`config.mk`:
```
export PLATFORM = sky130hd
export DESIGN_NAME = piso_serializer_8
export DESIGN_NICKNAME = d
export VERILOG_FILES = /design/src/rtl/piso_serializer_8.sv
export SDC_FILE = /design/constraint.sdc
export NUM_CORES = 1
export LEC_CHECK = 0
export ABC_AREA = 1
export ABC_CLOCK_PERIOD_IN_PS = 2000
export BUFFER_PORTS_ARGS = -buffer_cell sky130_fd_sc_hd__buf_2
export CAP_MARGIN = 5
export CORE_UTILIZATION = 49
export DETAILED_ROUTE_END_ITERATION = 8
export GPL_ROUTABILITY_DRIVEN = 0
export HOLD_SLACK_MARGIN = 0.02
export PLACE_DENSITY_LB_ADDON = 0.25
export SETUP_SLACK_MARGIN = 0.15
export SYNTH_ARGS = -nofsm -noshare
export SYNTH_HDL_FRONTEND = slang
export SYNTH_SLANG_ARGS = --single-unit
```
`constraint.sdc`:
```
create_clock -name clk -period 2 [get_ports clk]
set_clock_uncertainty 0.1 [all_clocks]
set_input_delay 0.5 -clock clk [delete_from_list [all_inputs] [get_ports clk]]
set_output_delay 0.5 -clock clk [all_outputs]
set_load 0.05 [all_outputs]
```
`src/rtl/piso_serializer_8.sv`:
```
// -----------------------------------------------------------------------------
// piso_serializer_8
//
// Parallel-in / serial-out converter with valid/ready handshakes on both
// sides. A parallel word is accepted on in_valid && in_ready, then shifted
// out one bit per ser_valid && ser_ready transfer. A new word can be accepted
// during the final bit transfer so back-to-back words stream without a gap.
//
// Parameters
//   WIDTH      parallel word width in bits
//   MSB_FIRST  1: bit WIDTH-1 goes out first; 0: bit 0 goes out first
//
// Ports
//   clk        single clock, rising edge
//   reset      asynchronous, active-low reset
//   in_data    parallel word from upstream
//   in_valid   in_data is valid
//   in_ready   word is accepted this cycle (combinational, forced 0 in reset)
//   ser_ready  downstream consumes ser_out this cycle
//   ser_out    current serial bit
//   ser_valid  ser_out holds a valid bit
//   ser_last   ser_out is the final bit of the current word
//   busy       a word is held or being shifted
//
// States
//   state | meaning
//   IDLE  | no word held; in_ready=1, serial outputs low
//   SHIFT | word held; ser_out presents the next bit, counter = bits left - 1
// -----------------------------------------------------------------------------
module piso_serializer_8 #(
  parameter int WIDTH     = 8,
  parameter int MSB_FIRST = 1
) (
  input  logic             clk,
  input  logic             reset,
  input  logic [WIDTH-1:0] in_data,
  input  logic             in_valid,
  output logic             in_ready,
  input  logic             ser_ready,
  output logic             ser_out,
  output logic             ser_valid,
  output logic             ser_last,
  output logic             busy
);

  localparam int CW = (WIDTH > 1) ? $clog2(WIDTH) : 1;
  localparam int OUT_IDX = (MSB_FIRST != 0) ? WIDTH - 1 : 0;
  localparam logic [CW-1:0] CNT_LOAD = CW'(WIDTH - 1);

  typedef enum logic {
    IDLE  = 1'b0,
    SHIFT = 1'b1
  } state_t;

  state_t           state_q, state_d;
  logic [WIDTH-1:0] shreg_q, shreg_d;
  logic [CW-1:0]    cnt_q, cnt_d;
  logic             ser_out_q, ser_out_d;
  logic             ser_valid_q, ser_valid_d;
  logic             ser_last_q, ser_last_d;
  logic             busy_q, busy_d;

  logic             xfer;
  logic             last_xfer;
  logic             accept;
  logic [WIDTH-1:0] shreg_shifted;

  // A bit moves downstream whenever a word is held and the sink is ready.
  assign xfer      = (state_q == SHIFT) && ser_ready;
  assign last_xfer = xfer && (cnt_q == '0);

  // in_ready depends on ser_ready so that the next word can be taken during
  // the final bit transfer; it is held low while reset is asserted.
  assign in_ready  = reset && ((state_q == IDLE) || last_xfer);
  assign accept    = in_valid && in_ready;

  // Shift toward the output end, filling with zero.
  assign shreg_shifted = (MSB_FIRST != 0) ? (shreg_q << 1) : (shreg_q >> 1);

  always_comb begin
    state_d = state_q;
    shreg_d = shreg_q;
    cnt_d   = cnt_q;

    case (state_q)
      IDLE: begin
        if (accept) begin
          shreg_d = in_data;
          cnt_d   = CNT_LOAD;
          state_d = SHIFT;
        end
      end
      SHIFT: begin
        if (xfer) begin
          if (cnt_q != '0) begin
            shreg_d = shreg_shifted;
            cnt_d   = cnt_q - CW'(1);
          end else if (accept) begin
            shreg_d = in_data;
            cnt_d   = CNT_LOAD;
          end else begin
            // Clear the register on the way out so no stale bits linger.
            shreg_d = '0;
            cnt_d   = '0;
            state_d = IDLE;
          end
        end
      end
      default: begin
        shreg_d = '0;
        cnt_d   = '0;
        state_d = IDLE;
      end
    endcase
  end

  // Outputs are computed from next state so they come straight off flops and
  // line up with the state they describe.
  always_comb begin
    ser_valid_d = (state_d == SHIFT);
    busy_d      = (state_d == SHIFT);
    ser_last_d  = (state_d == SHIFT) && (cnt_d == '0);
    ser_out_d   = (state_d == SHIFT) && shreg_d[OUT_IDX];
  end

  always_ff @(posedge clk or negedge reset) begin
    if (!reset) begin
      state_q     <= IDLE;
      shreg_q     <= '0;
      cnt_q       <= '0;
      ser_out_q   <= 1'b0;
      ser_valid_q <= 1'b0;
      ser_last_q  <= 1'b0;
      busy_q      <= 1'b0;
    end else begin
      state_q     <= state_d;
      shreg_q     <= shreg_d;
      cnt_q       <= cnt_d;
      ser_out_q   <= ser_out_d;
      ser_valid_q <= ser_valid_d;
      ser_last_q  <= ser_last_d;
      busy_q      <= busy_d;
    end
  end

  assign ser_out   = ser_out_q;
  assign ser_valid = ser_valid_q;
  assign ser_last  = ser_last_q;
  assign busy      = busy_q;

endmodule

```
Word-level counts from Yosys, hierarchy flattened:

Cells that the tools add are included.

* output and inout bits: 5
* register bits after elaboration: 14
* logic and storage cells: 35
* input port bits: 12

* mux-type cells: 14
* reductions and logical operators: 11
* bitwise gates (word level): 1
* eq/ne operators: 2
* add/subtract/negate cells: 1

Operators by type and width (count)
* $mux W8: 4
* $pmux W8 S2: 1
* $mux W3: 4
* $logic_and A1 B1 Y1: 6
* $logic_not A3 Y1: 2
* $pmux W3 S2: 1
* $mux W1: 3
* $reduce_bool A3 Y1: 1
* $sub A3 B1 Y3 const B: 1
* $ne A2 B1 Y1 const B: 1
* $ne A2 B2 Y1 const B: 1
* $pmux W1 S2: 1
* $reduce_and A2 Y1: 1
* $logic_or A1 B1 Y1: 1
* $not A1 Y1: 1

Longest topological paths before layout:

Gate-level depths: netlist of the first run.

* depth in word-level cells: 11
* mapped depth: 10
* mapped depth without buffers: 10

Worst setup path before layout of the first run:

OpenSTA, ideal clock, no wires.

* path type: register -> output
* start point: register, netlist name busy
* end point: output in_ready
* path buffers: 0
* stages on the path, launching flop included: 3
* data required time: 1.400 ns
* arrival time: 1.277 ns
* path slack: 0.123 ns
* path through: dfrtp_1 -> nand2_2 -> and2_1

RTL lines
* end: declaration: RTL line 38 `output logic in_ready,`

Final worst setup path of the first run:

* start point: register cnt_q[1]
* end point: output in_ready

* longest elaborated chain between the ends: 4

RTL lines
* start: declaration: RTL line 57 `logic [CW-1:0] cnt_q, cnt_d;`
* start signal: assignment: RTL line 138 `cnt_q <= cnt_d;`
* $logic_not A3 Y1: RTL line 70 `assign last_xfer = xfer && (cnt_q == '0);`
* $logic_and A1 B1 Y1: RTL line 70
* $logic_or A1 B1 Y1: RTL line 74 `assign in_ready = reset && ((state_q == IDLE) || last_xfer);`
* $logic_and A1 B1 Y1: RTL line 74

Every way passes these cells.

==> impl_metrics.py, run 1 <==
metrics = {
    "synthesis": {
        "syn-num-nets": 111,
        "syn_avg_cell_area_um2": 8.02,
        "yosysSeqAreaShare": 0.450,
        "syn-cell-area_um2": 778,
        "ys_top_cells_by_area": "dfrtp_1 45%, nand2_1 14%, nand3_1 9.0%, inv_1 5.3%, nand3_2 3.9%",
        "yosys.area.top_type": "dfrtp_1",
        "synthCells": 97,
        "yosys.area.top_type_share": 0.450,
        "yosysWarnings": 0,
        "yosysUniqueCellTypes": 24,
        "ys_ff_latch": 14,
    },
    "route": {
        "drt.antenna.violating_nets": 0,
        "dr.pass1.iters": 4,
        "drc": 0,
        "vias_per_cell": 5.15,
        "routed_wirelength_um": 1640,
        "wl_per_cell_um": 11.8,
        "vias": 716,
        "drt-initial-drc-count": 23,
    },
    "power": {
        "ir_drop_mv": 0.843,
        "powerDensity_nw_per_um2": 1450,
        "total_power_mw": 1.44,
        "leakage_nw": 0.533,
    },
    "clocking": {
        "clockBufferDepth": 2,
        "cts_num_sinks": 14,
        "cts_max_level": 1,
        "insertion_delay_ns": 0.29,
        "root_buffer": "clkbuf_4",
        "ctsHoldBuffers": 0,
        "cts_tree": "built",
        "clk_pin_slew_ns": 0.09,
        "cts_made_buffers": 3,
    },
    "worst_setup_path": {
        "crit_type": "flop to output port",
        "worstSetupStartpointType": "flop",
        "worstPathMaxFanout": 2,
        "cp.required_ns": 1.40,
        "end_kind": "output port",
        "cp_data_arrival_time_ns": 1.29,
    },
    "cells_and_area": {
        "fin_nets": 138,
        "final_common_cell": "nand2_1",
        "finalInstanceArea_um2": 990,
        "antenna_cells": 0,
        "utilization": 0.665,
        "final_cell_mix": "29 x nand2_1, 15 x buf_2, 14 x dfrtp_1",
        "drive_gt1_frac": 0.374,
        "syn_to_final_growth_pct": 27.2,
    },
    "sta": {
        "setup_violations": 0,
        "period_share": 0.945,
        "finalHoldViolCount": 0,
        "slew_violations": 0,
        "relSlewSlack": 0.822,
        "max_freq_mhz": 529,
        "rsz0062_at_grt": "true",
        "tightest_slew_ns": 0.267,
        "setup_tns_ns": 0,
        "min_period_ns": 1.89,
    },
    "run_status": {
        "status": "completed",
    },
    "min_path": {
        "hp-class": "input pin to async pin",
    },
    "floorplanning": {
        "core-area_um2": 1490,
        "num_rows": 14,
        "die_y_um": 41.9,
        "dieWidth_um": 41.9,
        "io_pins": 17,
        "start_util": 0.523,
        "die-area_um2": 1750,
    },
    "grt": {
        "grt_max_degree": 12,
        "grt.overflow.total": 0,
        "grtUsageTotal": 0.224,
        "grt_pass1_vias": 715,
        "antenna_found_initial": 0,
        "grt_pass1_wl_um": 2940,
    },
    "place": {
        "dp_hpwl_um": 1220,
        "place_area_um2": 887,
        "port_buffers": 16,
    },
    "job": {
        "drv_cap": 0,
    },
}
==> Yosys cell counts <==
library cell / n
o21bai_1: 1
nor2_1: 4
nand2_4: 1
nor2_4: 1
nand4_2: 1
nand4_1: 1
and2_1: 1
nand2_2: 2
dfrtp_1: 14
clkinv_4: 1
a21oi_1: 1
inv_1: 11
o21ai_0: 2
inv_2: 2
o21ai_1: 1
nand3_2: 3
o311ai_1: 1
buf_4: 1
clkinv_2: 1
ha_1: 2
nand2_1: 29
nor2_2: 1
inv_4: 1
nand3_1: 14
==> where the power goes <==
group | switching [mW] | internal (mW) | leakage, nW
logic | 0.469 | 0.282 | 0.337
clock network | 0.0960 | 0.111 | 0.0210
registers | 0.0805 | 0.400 | 0.175
==> sequential cells by signal (all words and copies together) (netlist names) <==
| signal | cells |
|---|---|
| busy | 1 |
| ser_last | 1 |
| ser_out | 1 |
| shreg_q | 8 |
| cnt_q | 3 |
==> repair_timing <==
action / CTS / global route
setup buffers: 5 / 0
pin swaps: 3 / 2
gates cloned: 0 / 0
endpoints found under the setup margin: 1 / 1
gates resized for setup: 9 / 0
endpoints found under the hold margin: 0 / 0
==> per-stage QoR <==
step | std cells | worst slack, ns | hold WS (ns)
after floorplan | 97 | 0.192 | 0.104
after global placement | 130 | 0.200 | 0.348
after detailed placement | 130 | 0.164 | 0.347
after CTS | 139 | 0.112 | 0.0344
after global routing | 139 | 0.0717 | 0.0558
final | 139 | 0.109 | 0.0352
==> per-layer routing <==
| layer | part of all wire | vias to the layer above | routed length (um) | GRT usage |
|---|---|---|---|---|
| li1 | - | 359 | - | - |
| met1 | 0.45 | 327 | 733 | 0.287 |
| met2 | 0.47 | 23 | 774 | 0.353 |
| met3 | 0.046 | 7 | 75 | 0.0261 |
| met4 | 0.034 | 0 | 55 | 0.155 |
| met5 | 0 | - | 0 | 0 |
==> worst max-delay path, stage by stage, from the launching register on <==
cell,delay [ns]
dfrtp_1,0.40
inv_2,0.08
ha_4,0.13
nand3_2,0.06
nand2_2,0.06
and2_4,0.14
buf_8,0.13
==> final cells by class <==
| cell class | count | area (um2) |
|---|---|---|
| well taps | 16 | 20.0 |
| inverters | 16 | 68.8 |
| clock buffers | 4 | 36.3 |
| fillers | 127 | 499 |
| flip-flops and latches | 14 | 350 |
| repair buffers | 23 | 143 |
| multi-input cells | 66 | 372 |
==> final timing paths <==
check / startpoint / endpoint / slack (ns) / depth (start not counted)
hold reg to reg: shreg_q[1] / shreg_q[1] / 0.41 / 2
hold / removal: reset / shreg_q[0] / 0.04 / 2
setup / recovery: cnt_q[1] / in_ready / 0.11 / 6
min in group clk: in_data[4] / shreg_q[4] / 0.32 / 3
setup reg to reg: cnt_q[1] / ser_last / 0.37 / 11
max in group asynchronous: reset / ser_last / 1.59 / 2
==> logic make-up (layout without fill, tap and decap cells) <==
group,after synthesis,after routing,share of synthesized area
simple gates,58,58,0.373
flops,14,14,0.450
buf+inv,17,43,0.0981
compound gates,6,6,0.0466
fa+ha+maj,2,2,0.0321
Note: power is estimated with default switching activity, not from simulation.
==> run 2, diff against run 1 <==
ABC_AREA = 0   (was 1)
MAX_ROUTING_LAYER = met4   (was default)
==> impl_metrics.py, run 2 <==
metrics = {
    "worst_setup_path": {
        "crit_type": "flop to output port",
        "worstSetupStartpointType": "flop",
        "cp_data_arrival_time_ns": 1.46,
        "end_kind": "output port",
        "rrSetupSlack_ns": 0.18,
        "cp.required_ns": 1.40,
        "worstPathMaxFanout": 2,
    },
    "synthesis": {
        "synthCells": 71,
        "synth_mux_area_frac": 0.0264,
        "async_flop_share": 1.00,
        "yosys.area.top_type_share": 0.461,
        "syn-num-nets": 85,
        "ys_top_cells_by_area": "dfrtp_1 46%, a22o_1 6.9%, a21o_2 4.6%, ha_1 3.3%, o21ai_0 3.3%",
        "yosys.area.top_type": "dfrtp_1",
        "synth_common_cells": "14 x dfrtp_1, 6 x a22o_1, 5 x o21ai_0",
        "yosysMostFrequentCell": "dfrtp_1",
        "ys.flop_type": "dfrtp_1",
        "synth_edf_count": 0,
        "synth_xor_xnor_area_share": 0,
        "synth_top_family_by_area": "compound AO/OA/AOI/OAI gates",
        "yosysWarnings": 0,
        "yosys.area_share.simple": 0.117,
        "syn-cell-area_um2": 759,
        "ys_ff_latch": 14,
        "synth-adder-area-share": 0.0329,
        "yosysSeqAreaShare": 0.461,
        "syn_avg_cell_area_um2": 10.7,
        "yosysUniqueCellTypes": 28,
        "synth-compound-area-share": 0.292,
    },
    "grt": {
        "grtUsageTotal": 0.227,
        "grt.overflow.total": 0,
        "grt_pass1_wl_um": 2420,
        "grt_pass1_vias": 542,
        "grt_max_degree": 12,
        "antenna_found_initial": 0,
    },
    "clocking": {
        "root_buffer": "clkbuf_4",
        "clockBufferDepth": 2,
        "cts_num_sinks": 14,
        "cts_made_buffers": 3,
        "clk_pin_slew_ns": 0.09,
        "cts_tree": "built",
        "insertion_delay_ns": 0.28,
        "cts_max_level": 1,
    },
    "power": {
        "ir_drop_mv": 0.699,
        "total_power_mw": 1.33,
        "powerDensity_nw_per_um2": 1390,
        "leakage_nw": 0.514,
    },
    "sta": {
        "relSlewSlack": 0.741,
        "fin_hold_ws_ns": 0.103,
        "max_freq_mhz": 486,
        "fin_ws_ns": -0.0572,
        "min_period_ns": 2.06,
        "finalHoldViolCount": 0,
        "rsz0062_at_grt": "true",
        "period_share": 1.03,
        "setup_violations": 1,
        "slew_violations": 0,
        "tightest_slew_ns": 0.387,
    },
    "run_status": {
        "violations": "setup timing",
        "status": "complete, but fails checks",
    },
    "route": {
        "drt.antenna.violating_nets": 0,
        "vias": 624,
        "drt-initial-drc-count": 15,
        "vias_per_cell": 5.67,
        "drc": 0,
        "dr.pass1.iters": 4,
        "routed_wirelength_um": 1650,
        "wl_per_cell_um": 15.0,
    },
    "floorplanning": {
        "die-area_um2": 1710,
        "io_pins": 17,
        "dieWidth_um": 41.4,
        "start_util": 0.556,
        "core-area_um2": 1370,
        "num_rows": 13,
        "die_y_um": 41.4,
    },
    "cells_and_area": {
        "syn_to_final_growth_pct": 25.5,
        "largest_reg_flops": 8,
        "antenna_cells": 0,
        "top_regs": "shreg_q (8), cnt_q (3)",
        "fillCellCount": 106,
        "final_cell_mix": "15 x buf_2, 13 x dfrtp_1, 9 x buf_4",
        "drive_gt1_frac": 0.453,
        "largest_register": "shreg_q",
        "final_common_cell": "buf_2",
        "utilization": 0.698,
        "fin_nets": 110,
        "finalInstanceArea_um2": 953,
        "fin_cells": 110,
    },
    "job": {
        "drv_cap": 0,
    },
    "place": {
        "place_area_um2": 852,
        "dp_hpwl_um": 1100,
        "dp_cells": 100,
        "port_buffers": 16,
    },
    "min_path": {
        "hp-class": "input pin to async pin",
    },
}
-- run 2: cell count changes after synthesis, moves of 3 or more --
cell,before,now
nand3_1,14,1
nand3_2,3,0
a22o_1,0,6
nand2_1,29,4
o21ai_0,2,5
inv_1,11,4
a21o_2,0,4
a21o_1,0,3
-- run 2: repair_timing --
action,4_1_cts,5_1_grt
hold buffers,0,0
setup endpoints to repair,1,1
setup buffers,5,1
resized for setup,5,0
pin swaps,2,2
-- run 2: routing by layer --
layer  wire [um]  global-route usage  vias to the layer above
met5           0                   -                        -
met4          10              0.0968                        0
met3          70              0.0319                        2
met1         773               0.299                      293
met2         791               0.348                       25
li1            -                   -                      304
-- run 2: path summary, 6_finish.rpt --
path                             from          to  cells past startpoint
setup / recovery             cnt_q[0]    in_ready                      6
hold / removal                  reset    ser_last                      2
setup reg to reg             cnt_q[0]  shreg_q[7]                      8
hold reg to reg            shreg_q[0]  shreg_q[0]                      1
max in group asynchronous       reset        busy                      2
min in group clk           in_data[2]  shreg_q[2]                      2
-- run 2: per-stage QoR --
| step | setup WS [ns] | TNS [ns] |
|---|---|---|
| floorplan | 0.156 | 0 |
| global placement | 0.0890 | 0 |
| detailed placement | 0.0610 | 0 |
| CTS | -0.0503 | -0.0503 |
| global route | -0.126 | -0.126 |
| finish | -0.0572 | -0.0572 |
-- run 2: logic make-up (layout without fill, tap and decap cells) --
| logic type | after synthesis | count (layout) |
|---|---|---|
| AO/OA/AOI/OAI | 29 | 29 |
| AND/OR/NAND/NOR | 15 | 15 |
| flip-flops | 14 | 14 |
| buffers and inverters | 9 | 33 |
| adder cells (fa/ha/maj) | 2 | 2 |
| multiplexers | 2 | 2 |
-- run 2: power breakdown --
| group | leakage [nW] | switching (mW) | internal [mW] |
|---|---|---|---|
| registers | 0.178 | 0.0778 | 0.386 |
| clock network | 0.0210 | 0.0942 | 0.111 |
| logic | 0.315 | 0.339 | 0.319 |
| total | 0.514 | 0.511 | 0.816 |
-- run 2: layout make-up --
type | instances | area (um2) | area share
clock buffers | 4 | 36.3 | 0.0381
repair buffers | 25 | 158 | 0.165
well taps | 15 | 18.8 | 0.0197
multi-input cells | 48 | 374 | 0.392
inverters | 4 | 15.0 | 0.0157
flip-flops and latches | 14 | 352 | 0.369
-- run 2: worst max-delay path, cell delays in order (launching register included) --
cell	delay, ns
dfrtp_1	0.40
inv_2	0.08
ha_4	0.13
nor2b_4	0.13
a21o_1	0.15
and2_4	0.15
buf_8	0.13
